### src/rtl/mode_counter.sv
// Parametrised up/down counter with wrap/saturate boundary modes, a prescaler,
// synchronous clear/load and registered terminal-count and sticky overflow flags.
module mode_counter #(
  parameter int WIDTH = 8,
  parameter int MAX   = 2**WIDTH-1,
  parameter int DIV   = 1
) (
  input  logic             clk,
  input  logic             rst_n,
  input  logic             en,
  input  logic             dir,
  input  logic             sat,
  input  logic             clr,
  input  logic             load,
  input  logic [WIDTH-1:0] load_val,
  output logic [WIDTH-1:0] count,
  output logic             zero,
  output logic             tc,
  output logic             ovf
);

  localparam logic [WIDTH:0]   MAX_X = (WIDTH+1)'(MAX);
  localparam logic [WIDTH-1:0] MAX_V = MAX_X[WIDTH-1:0];

  logic             step;
  logic             at_top;
  logic             at_bot;
  logic [WIDTH-1:0] ld_clamp;

  generate
    if (DIV == 1) begin : g_nodiv
      assign step = en;
    end else begin : g_div
      localparam int          DW   = $clog2(DIV);
      localparam logic [DW-1:0] LAST = DW'(DIV-1);
      logic [DW-1:0] div_cnt;

      // clr/load discard any partial prescale period
      always_ff @(posedge clk or negedge rst_n) begin
        if (!rst_n)           div_cnt <= '0;
        else if (clr || load) div_cnt <= '0;
        else if (en)          div_cnt <= (div_cnt == LAST) ? '0 : div_cnt + DW'(1);
      end

      assign step = en && (div_cnt == LAST);
    end
  endgenerate

  // at_top also covers the unreachable count > MAX case
  assign at_top   = ({1'b0, count} >= MAX_X);
  assign at_bot   = (count == '0);
  assign ld_clamp = ({1'b0, load_val} > MAX_X) ? MAX_V : load_val;
  assign zero     = at_bot;

  always_ff @(posedge clk or negedge rst_n) begin
    if (!rst_n) begin
      count <= '0;
      tc    <= 1'b0;
      ovf   <= 1'b0;
    end else if (clr) begin
      count <= '0;
      tc    <= 1'b0;
      ovf   <= 1'b0;
    end else if (load) begin
      count <= ld_clamp;
      tc    <= 1'b0;
    end else if (step) begin
      if (dir) begin
        if (at_top) begin
          count <= sat ? MAX_V : '0;
          tc    <= 1'b1;
          ovf   <= 1'b1;
        end else begin
          count <= count + WIDTH'(1);
          tc    <= 1'b0;
        end
      end else begin
        if (at_bot) begin
          count <= sat ? '0 : MAX_V;
          tc    <= 1'b1;
          ovf   <= 1'b1;
        end else begin
          count <= count - WIDTH'(1);
          tc    <= 1'b0;
        end
      end
    end else begin
      tc <= 1'b0;
    end
  end

endmodule

### config.mk
export PLATFORM = sky130hd
export DESIGN_NAME = mode_counter
export DESIGN_NICKNAME = d
export VERILOG_FILES = /design/src/rtl/mode_counter.sv
export SDC_FILE = /design/constraint.sdc
export NUM_CORES = 1
export LEC_CHECK = 0
export ABC_AREA = 0
export CORE_AREA = 2 2 60 62
export DETAILED_ROUTE_END_ITERATION = 7
export DIE_AREA = 0 0 62 64
export SLEW_MARGIN = 20
export SYNTH_ARGS = -nofsm -noshare
export SYNTH_HDL_FRONTEND = slang
export SYNTH_SLANG_ARGS = --single-unit
### constraint.sdc
create_clock -name clk -period 2.2 [get_ports clk]
set_clock_uncertainty 0.05 [all_clocks]
set_input_delay 0.33 -clock clk [delete_from_list [all_inputs] [get_ports clk]]
set_output_delay 0.33 -clock clk [all_outputs]
set_load 0.02 [all_outputs]
==> flow_summary.yaml <==
floorplanning:
  start_util_pct: 33.71
  die_width_um: 62
  num_io_pins: 26
  die_area_um2: 3968
  core_um2: 3284
  std_cell_rows: 21
  die_h_um: 64
worst_setup_path:
  r2r_end: "count[1]"
  critPathArrivalTime_ns: 1.80
  ff2ff_setup_slack_ns: 0.04
  startpoint_type: "register"
  crit_buf_inv: 3
  cp-end-kind: "primary output"
  cp_max_fo: 2
  timing.rr.start: "count[0]"
  crit_path_frequent_cell: "inv_2"
  cp-startpoint: "count[0]"
  critPathTopFamily: "simple AND/OR/NAND/NOR gates"
  crit_required_ns: 1.82
  crit_type: "reg2out"
  r2r_cells: 8
  cpPeakStageDelay_ns: 0.46
  path_cells: "inv_2 -> ha_4 -> or4b_4 -> or2_4 -> inv_2 -> buf_6"
  cp_slowest_cell: "or4b_4"
detailed_routing:
  num_vias: 1251
  drtAntennaViolNets: 0
  wl_um: 3296
  vias_per_cell: 5.463
  first_pass_iters: 4
  drtIter0Drc: 78
  wire_per_inst_um: 14.39
  drc_errors: 0
logic_synthesis:
  synth-seq-cells: 10
  synthMuxAreaShare_pct: 4.068
  synth-seq-area-share_pct: 22.60
  synth-edff-count: 0
  async_flop_share_pct: 100.0
  synth-compound-area-share_pct: 27.01
  synth-main-ff-cell: "dfrtp_1"
  synth_top_area_share_pct: 22.60
  synth_top_family_by_area: "simple AND/OR/NAND/NOR gates"
  synth.most_common_cell: "a21oi_1"
  yosys-top-cells-count: "a21oi_1 (18), inv_1 (11), dfrtp_1 (10)"
  yosysWarnings: 0
  synth-simple-area-share_pct: 28.14
  syn_nets: 163
  synthCells: 145
  synthAdderAreaFrac_pct: 3.390
  syn_avg_cell_area_um2: 7.637
  synth_largest_area_cell: "dfrtp_1"
  synthXorXnorAreaFrac_pct: 1.582
  synth_area_um2: 1107
  synth_area_leaders: "dfrtp_1 (23%), a21oi_1 (8.1%), o21ai_0 (4.1%), clkbuf_8 (3.7%), inv_1 (3.7%)"
  yosysUniqueCellTypes: 50
finish:
  fill_cells: 336
  drive_gt1_share_pct: 23.50
  syn2layout_area_growth_pct: 38.76
  fin_nets: 202
  n_antenna_cell: 0
  final_cells: 229
clock_tree:
  cts_tree: "built"
  cts_hold_buf: 0
  cts_root_buf: "clkbuf_4"
  clock_latency_ns: 0.27
  htreeDepth: 1
  clock_path_buffers: 2
  clock_sinks: 10
  cts-buffers-inserted: 3
  clk_pin_slew_ns: 0.07
pwr:
  p_per_area_nw_per_um2: 444.9
  vdd_drop_max_uv: 285.2
  p_leak_nw: 0.6345
sta:
  fin_crit_sh_pct: 98.87
  finalMaxSlewViolations: 0
  grt_setup_unrepaired: "true"
  tightest_slew_ns: 0.5021
  finalSetupTns_ns: 0
  setup_viol: 0
  layout_setup_ws_ns: 0.02492
  hold_viol_final: 0
  max_freq_ghz: 0.4598
  finalWorstPathRequiredPeriod_ns: 2.175
  max-slew-margin-rel_pct: 66.42
place:
  dp_slack_ns: -0.1752
  port_buffers: 25
  hpwl_um: 2503
  dp_cells: 222
  place.gp.congestion: 0.9159
global_route:
  grt_pass1_vias: 1187
  grt_max_degree: 18
  grt_pass1_wl_um: 5547
  antenna_found_initial: 0
  grt_overflow_total: 0
  grt_use_total_pct: 18.30
hold_path:
  holdCritPathClass: "in2async"
flow_run:
  drv_cap: 0
outcome:
  outcome: "completed"
worst max path at each step:
| stage | end | slack (ns) | depth (start not counted) |
|---|---|---|---|
| after floorplan | count[7] | 0.02 | 8 |
| after global placement | zero | -0.14 | 6 |
| after detailed placement | zero | -0.18 | 6 |
| after CTS | zero | 0.008 | 6 |
| after global routing | zero | -0.04 | 6 |
| final | zero | 0.02 | 6 |
sequential cells by signal, summed over array words and instances, names as in the netlist:
name / count
tc: 1
ovf: 1
count: 8
routing by layer:
| layer | vias to the layer above | GRT usage [%] | share of wire (%) |
|---|---|---|---|
| met1 | 592 | 25.65 | 43 |
| li1 | 609 | - | - |
| met2 | 46 | 27.86 | 50 |
| met5 | - | 0 | 0 |
| met3 | 4 | 4.049 | 5.5 |
| met4 | 0 | 4.787 | 0.88 |
power by group:
part | leakage, nW | internal (mW) | switching (mW)
Combinational | 0.489 | 0.172 | 0.173
Sequential | 0.130 | 0.197 | 0.00727
Clock | 0.0150 | 0.0700 | 0.0638
Total | 0.634 | 0.439 | 0.244
per-stage QoR:
stage,total power [mW],cell area (um^2),hold slack [ns],utilization (%)
after floorplan,0.4014,1109,-0.01559,-
after global placement,0.5256,1461,0.4540,44.50
after detailed placement,0.5304,1461,0.4721,44.50
after CTS,0.6693,1489,0.3431,45.33
after global routing,0.7349,1536,0.3673,46.78
final,0.6836,1536,0.3367,46.78
timing repair:
item                                   in CTS  in global routing
setup endpoints to repair                   1                  5
endpoints found under the hold margin       0                  0
pin swaps                                   0                  4
buffers inserted                            0                  3
gates resized for setup                     7                  8
logic make-up after synthesis:
| family | after synthesis |
|---|---|
| AND/OR/NAND/NOR | 54 |
| AO/OA/AOI/OAI | 47 |
| buffers and inverters | 25 |
| flip-flops | 10 |
| multiplexers | 4 |
| adder cells (fa/ha/maj) | 3 |
| XOR/XNOR | 2 |
cell usage in the layout, fill, tap and decap left out, types with 4 or more instances in the layout:
cell	n
nor2b_1	5
o21ai_0	9
a21oi_1	16
inv_1	8
nor3_1	7
clkdlybuf4s50_1	24
dfrtp_1	9
nand2_1	8
o211ai_1	4
buf_4	22
nand3_1	6
nor2_1	8
worst reg2reg max path: cells and delay by family, from the launching register on:
kind                       cells  cell delay (ns)
and+or+nand+nor                2             0.73
muxes                          2             0.42
DFF                            1             0.42
buffers and inverters          2             0.20
AOI/OAI and AO/OA              1             0.13
adders and majority gates      1             0.12
layout make-up:
type | instances | area [um^2] | share of cell area, %
multi-input cells | 110 | 732.0 | 47.64
repair buffers | 48 | 427.9 | 27.85
flip-flops and latches | 10 | 251.5 | 16.37
well taps | 46 | 57.56 | 3.746
inverters | 11 | 41.29 | 2.687
clock buffers | 4 | 26.28 | 1.710
No activity file was read; power rests on OpenSTA's default activity.
==> edit 1, RTL diff (same settings) <==
Make the reset (`rst_n`) synchronous in 2 clocked blocks.
--- a/src/rtl/mode_counter.sv
+++ b/src/rtl/mode_counter.sv
@@ -38,3 +38,3 @@
       // clr/load discard any partial prescale period
-      always_ff @(posedge clk or negedge rst_n) begin
+      always_ff @(posedge clk) begin
         if (!rst_n)           div_cnt <= '0;
@@ -54,3 +54,3 @@
 
-  always_ff @(posedge clk or negedge rst_n) begin
+  always_ff @(posedge clk) begin
     if (!rst_n) begin
Function: differs if rst_n is asserted again (counterexample within 4 cycles, from zero or initial values and one cycle with rst_n low); with rst_n held inactive, the same outputs for 10 cycles.
==> edit 1 against the unedited design <==
Maximum frequency rose by 7.5%; sequential cell count stayed put; core utilization shrank 7.3 points; routed wire length shrank 14%; via count decreased by 15%; worst setup slack improved by 150 ps; design area shrank 16%; global-route usage decreased by 2.5 points; power fell by 11%; area after synthesis shrank 17%; critical path type unchanged; highest routed layer unchanged.
==> edit 1: results (changes against the unedited design) <==
* Status: finished clean (unchanged)
* Synth Area in Compound Gates at 28.6% (was 27.0%)
* Synth Instances at 122 (was 145)
* Post-Synth Adder-Cell Area at 4.09% (was 3.39%)
* Vias in the first global route at 1038 (was 1187)
* Global-route wire length before repair at 4760 um (was 5550 um)
* Reg2reg end: count[6] (was count[1])
* Sequential power share at 31.9% (was 29.9%)
* Fmax at 0.494 GHz (was 0.460 GHz)
* Setup WS pre-CTS at 8.50 ps (was -175 ps)
* Post-Route M1 WL at 1260 um (was 1420 um)
* Worst reg2reg path startpoint: count[0] (unchanged)
* Combinational-cell power consumption at 0.238 mW (was 0.345 mW)
* Vias at 1068 (was 1251)
* Setup slack, reg-to-reg at 230 ps (was 40 ps)
* Worst EP arrival at 1640 ps (was 1800 ps)
* Asr flop ratio synth at 0% (was 100%)
* Initial DRT Pass Iterations at 5 (was 4)
* Grt met2 use at 22.8% (was 27.9%)
* Total GRT Usage at 15.8% (was 18.3%)
* CP max stage cell: or3b_2 (was or4b_4)
* VDD IR max at 0.210 mV (was 0.285 mV)
* Wire per inst at 14.0 um (was 14.4 um)
* Largest net degree at the start of global routing at 19 (was 18)
* Cell area after placement at 0.00126 mm2 (was 0.00146 mm2)
* Mux cell area share after synthesis at 0% (was 4.07%)
* Routed length on met2 at 1340 um (was 1660 um)
* Synth cell types at 41 (was 50)
* Slowest stage delay, CP at 480 ps (was 460 ps)
* Commonest cells in the netlist: a21oi_1, nor3_1, nor2_1, dfxtp_1 (was a21oi_1, inv_1, dfrtp_1, o21ai_0)
* Finished Layout Cells at 203 (was 229)
* Sequential share of the synthesized area at 21.8% (was 22.6%)
* Syn Nets at 140 (was 163)
==> edit 1: cell count changes after synthesis, moves of 3 or more <==
cell / before / now
a211oi_1: 1 / 4
nor3_1: 7 / 12
clkbuf_1: 5 / 1
nor2b_1: 5 / 2
dfrtp_1: 10 / 0
mux2i_1: 3 / 0
a21oi_1: 18 / 13
nor2_1: 8 / 11
dfxtp_1: 0 / 10
o211ai_1: 4 / 1
inv_1: 11 / 7
==> edit 1: final cells by class <==
type / count / area [um2] / share of cell area [%]
clock buffers: 4 / 36.3 / 2.80
inverters: 7 / 26.3 / 2.03
multi-input cells: 98 / 633 / 48.8
flip-flops and latches: 10 / 200 / 15.4
well taps: 46 / 57.6 / 4.44
repair buffers: 38 / 343 / 26.4
==> edit 1: cell families (layout without fill, tap and decap cells) <==
family	after synthesis	after routing
flops	10	10
fa+ha+maj	3	3
xor+xnor	3	3
buf+inv	14	49
simple gates	53	53
compound gates	39	39
==> edit 2, RTL diff (same flow settings) <==
Without the edit above. Set the parameter `WIDTH` to 9 (it was 8).
--- a/src/rtl/mode_counter.sv
+++ b/src/rtl/mode_counter.sv
@@ -3,3 +3,3 @@
 module mode_counter #(
-  parameter int WIDTH = 8,
+  parameter int WIDTH = 9,
   parameter int MAX   = 2**WIDTH-1,
Interface: changed (resized count and load_val); port bits go from 26 to 28. The function was not compared with the original's and may differ.
==> edit 2 against the unedited design <==
Global-route usage up 1.4 points; maximum frequency up 5.4%; power up 3.8%; worst setup slack better by 110 ps; design area up 3.3%; routed wire length up 11%; sequential cell count up 1; area after synthesis up 0.90%; critical endpoint is now count[6]; largest power group unchanged; highest routed layer unchanged.
==> edit 2: results (changes against the unedited design) <==
* Bufs w/o clock at 49 (was 48)
* Multi-input gate area in the final layout at 771 um2 (was 732 um2)
* Worst R2R Path Depth at 7 (was 8)
* Post-CTS Resized at 1 (was 7)
* Number of multi-input logic gates at 105 (was 110)
* Commonest cells in the netlist: a21oi_1, dfrtp_1 (was a21oi_1, inv_1, dfrtp_1, o21ai_0)
* Final WS setup at 136 ps (was 24.9 ps)
* Non-Clock Buffer Area Fraction at 27.1% (was 27.9%)
* Status: finished clean (unchanged)
* GR met3 Demand/Resource at 2.23% (was 4.05%)
* VDD IR max at 0.214 mV (was 0.285 mV)
* Xor/xnor cell area share of the yosys netlist at 0.784% (was 1.58%)
* Layout clock area frac at 1.66% (was 1.71%)
* CTS Sinks at 11 (was 10)
* WS Path Type: reg -> reg (was reg -> out)
* Post-Route M1 WL at 1690 um (was 1420 um)
* Nets at 196 (was 202)
* Synth Area in Compound Gates at 33.7% (was 27.0%)
* Skew-Pair Late Insertion Delay at 280 ps
* Relative slew slack at 62.1% (was 66.4%)
* Wire per inst at 16.4 um (was 14.4 um)
* Total GRT Usage at 19.7% (was 18.3%)
* Top post-synthesis cells by area: dfrtp_1, a21oi_1, nor3b_1 (was dfrtp_1, a21oi_1, o21ai_0)
* Synth Instances at 134 (was 145)
* Grt met1 use at 28.8% (was 25.7%)
* Post-DR vias/cell at 5.87 (was 5.46)
* DPL Wire Length at 2780 um (was 2500 um)
* Setup slack, reg-to-reg at 140 ps (was 40 ps)
* Non-clock inverter count at 7 (was 11)
* Routed wl met3 at 173 um (was 182 um)
* Sequential Area at 275 um2 (was 251 um2)
* Cell area after placement at 0.00156 mm2 (was 0.00146 mm2)
* Worst EP arrival at 2160 ps (was 1800 ps)
* Reg2reg end: count[6] (was count[1])
* Pwr/cell area at 447 mW/mm2 (was 445 mW/mm2)
* Setup WS pre-CTS at 106 ps (was -175 ps)
* Sequential share of the synthesized area at 24.6% (was 22.6%)
* Vias in the first global route at 1241 (was 1187)
* Starting DRT DRC Count at 45 (was 78)
* Leak pwr at 0.631 nW (was 0.634 nW)
* Fill cell count at 334 (was 336)
* Share of cells above drive strength 1 at 21.6% (was 23.5%)
* CLK BUF at 4 (unchanged)
* Global-route wire length before repair at 5890 um (was 5550 um)
* Clock transition at path regs at 80 ps
* Synth cell types at 52 (was 50)
* Largest net degree at the start of global routing at 15 (was 18)
* Routed length on met2 at 1720 um (was 1660 um)
* Mux cell area share after synthesis at 0% (was 4.07%)
* Vias at 1304 (was 1251)
-- edit 2: power by group --
| part | switching, mW | internal (mW) | total, mW |
|---|---|---|---|
| Combinational | 0.160 | 0.158 | 0.318 |
| Sequential | 0.0227 | 0.216 | 0.238 |
| Clock | 0.0831 | 0.0704 | 0.154 |
| Total | 0.266 | 0.444 | 0.710 |
-- edit 2: how the worst min path moves through the flow --
stage / to / slack (ps)
floorplan: count[0] / -20
global placement: ovf / 450
detailed placement: ovf / 480
CTS: count[8] / 370
global route: count[8] / 400
finish: count[7] / 360
-- edit 2: logic make-up (layout without fill, tap and decap cells) --
logic type / Yosys count / in the layout
compound gates: 51 / 51
flops: 11 / 11
fa+ha+maj: 3 / 3
simple gates: 50 / 50
buf+inv: 18 / 60
xor+xnor: 1 / 1
-- edit 2: critical path: stages, from the launching register on --
cell,delay (ps)
dfrtp_1,430
inv_1,90
ha_1,180
buf_4,140
or3b_1,450
o31a_1,280
nor3_1,190
o32ai_1,120
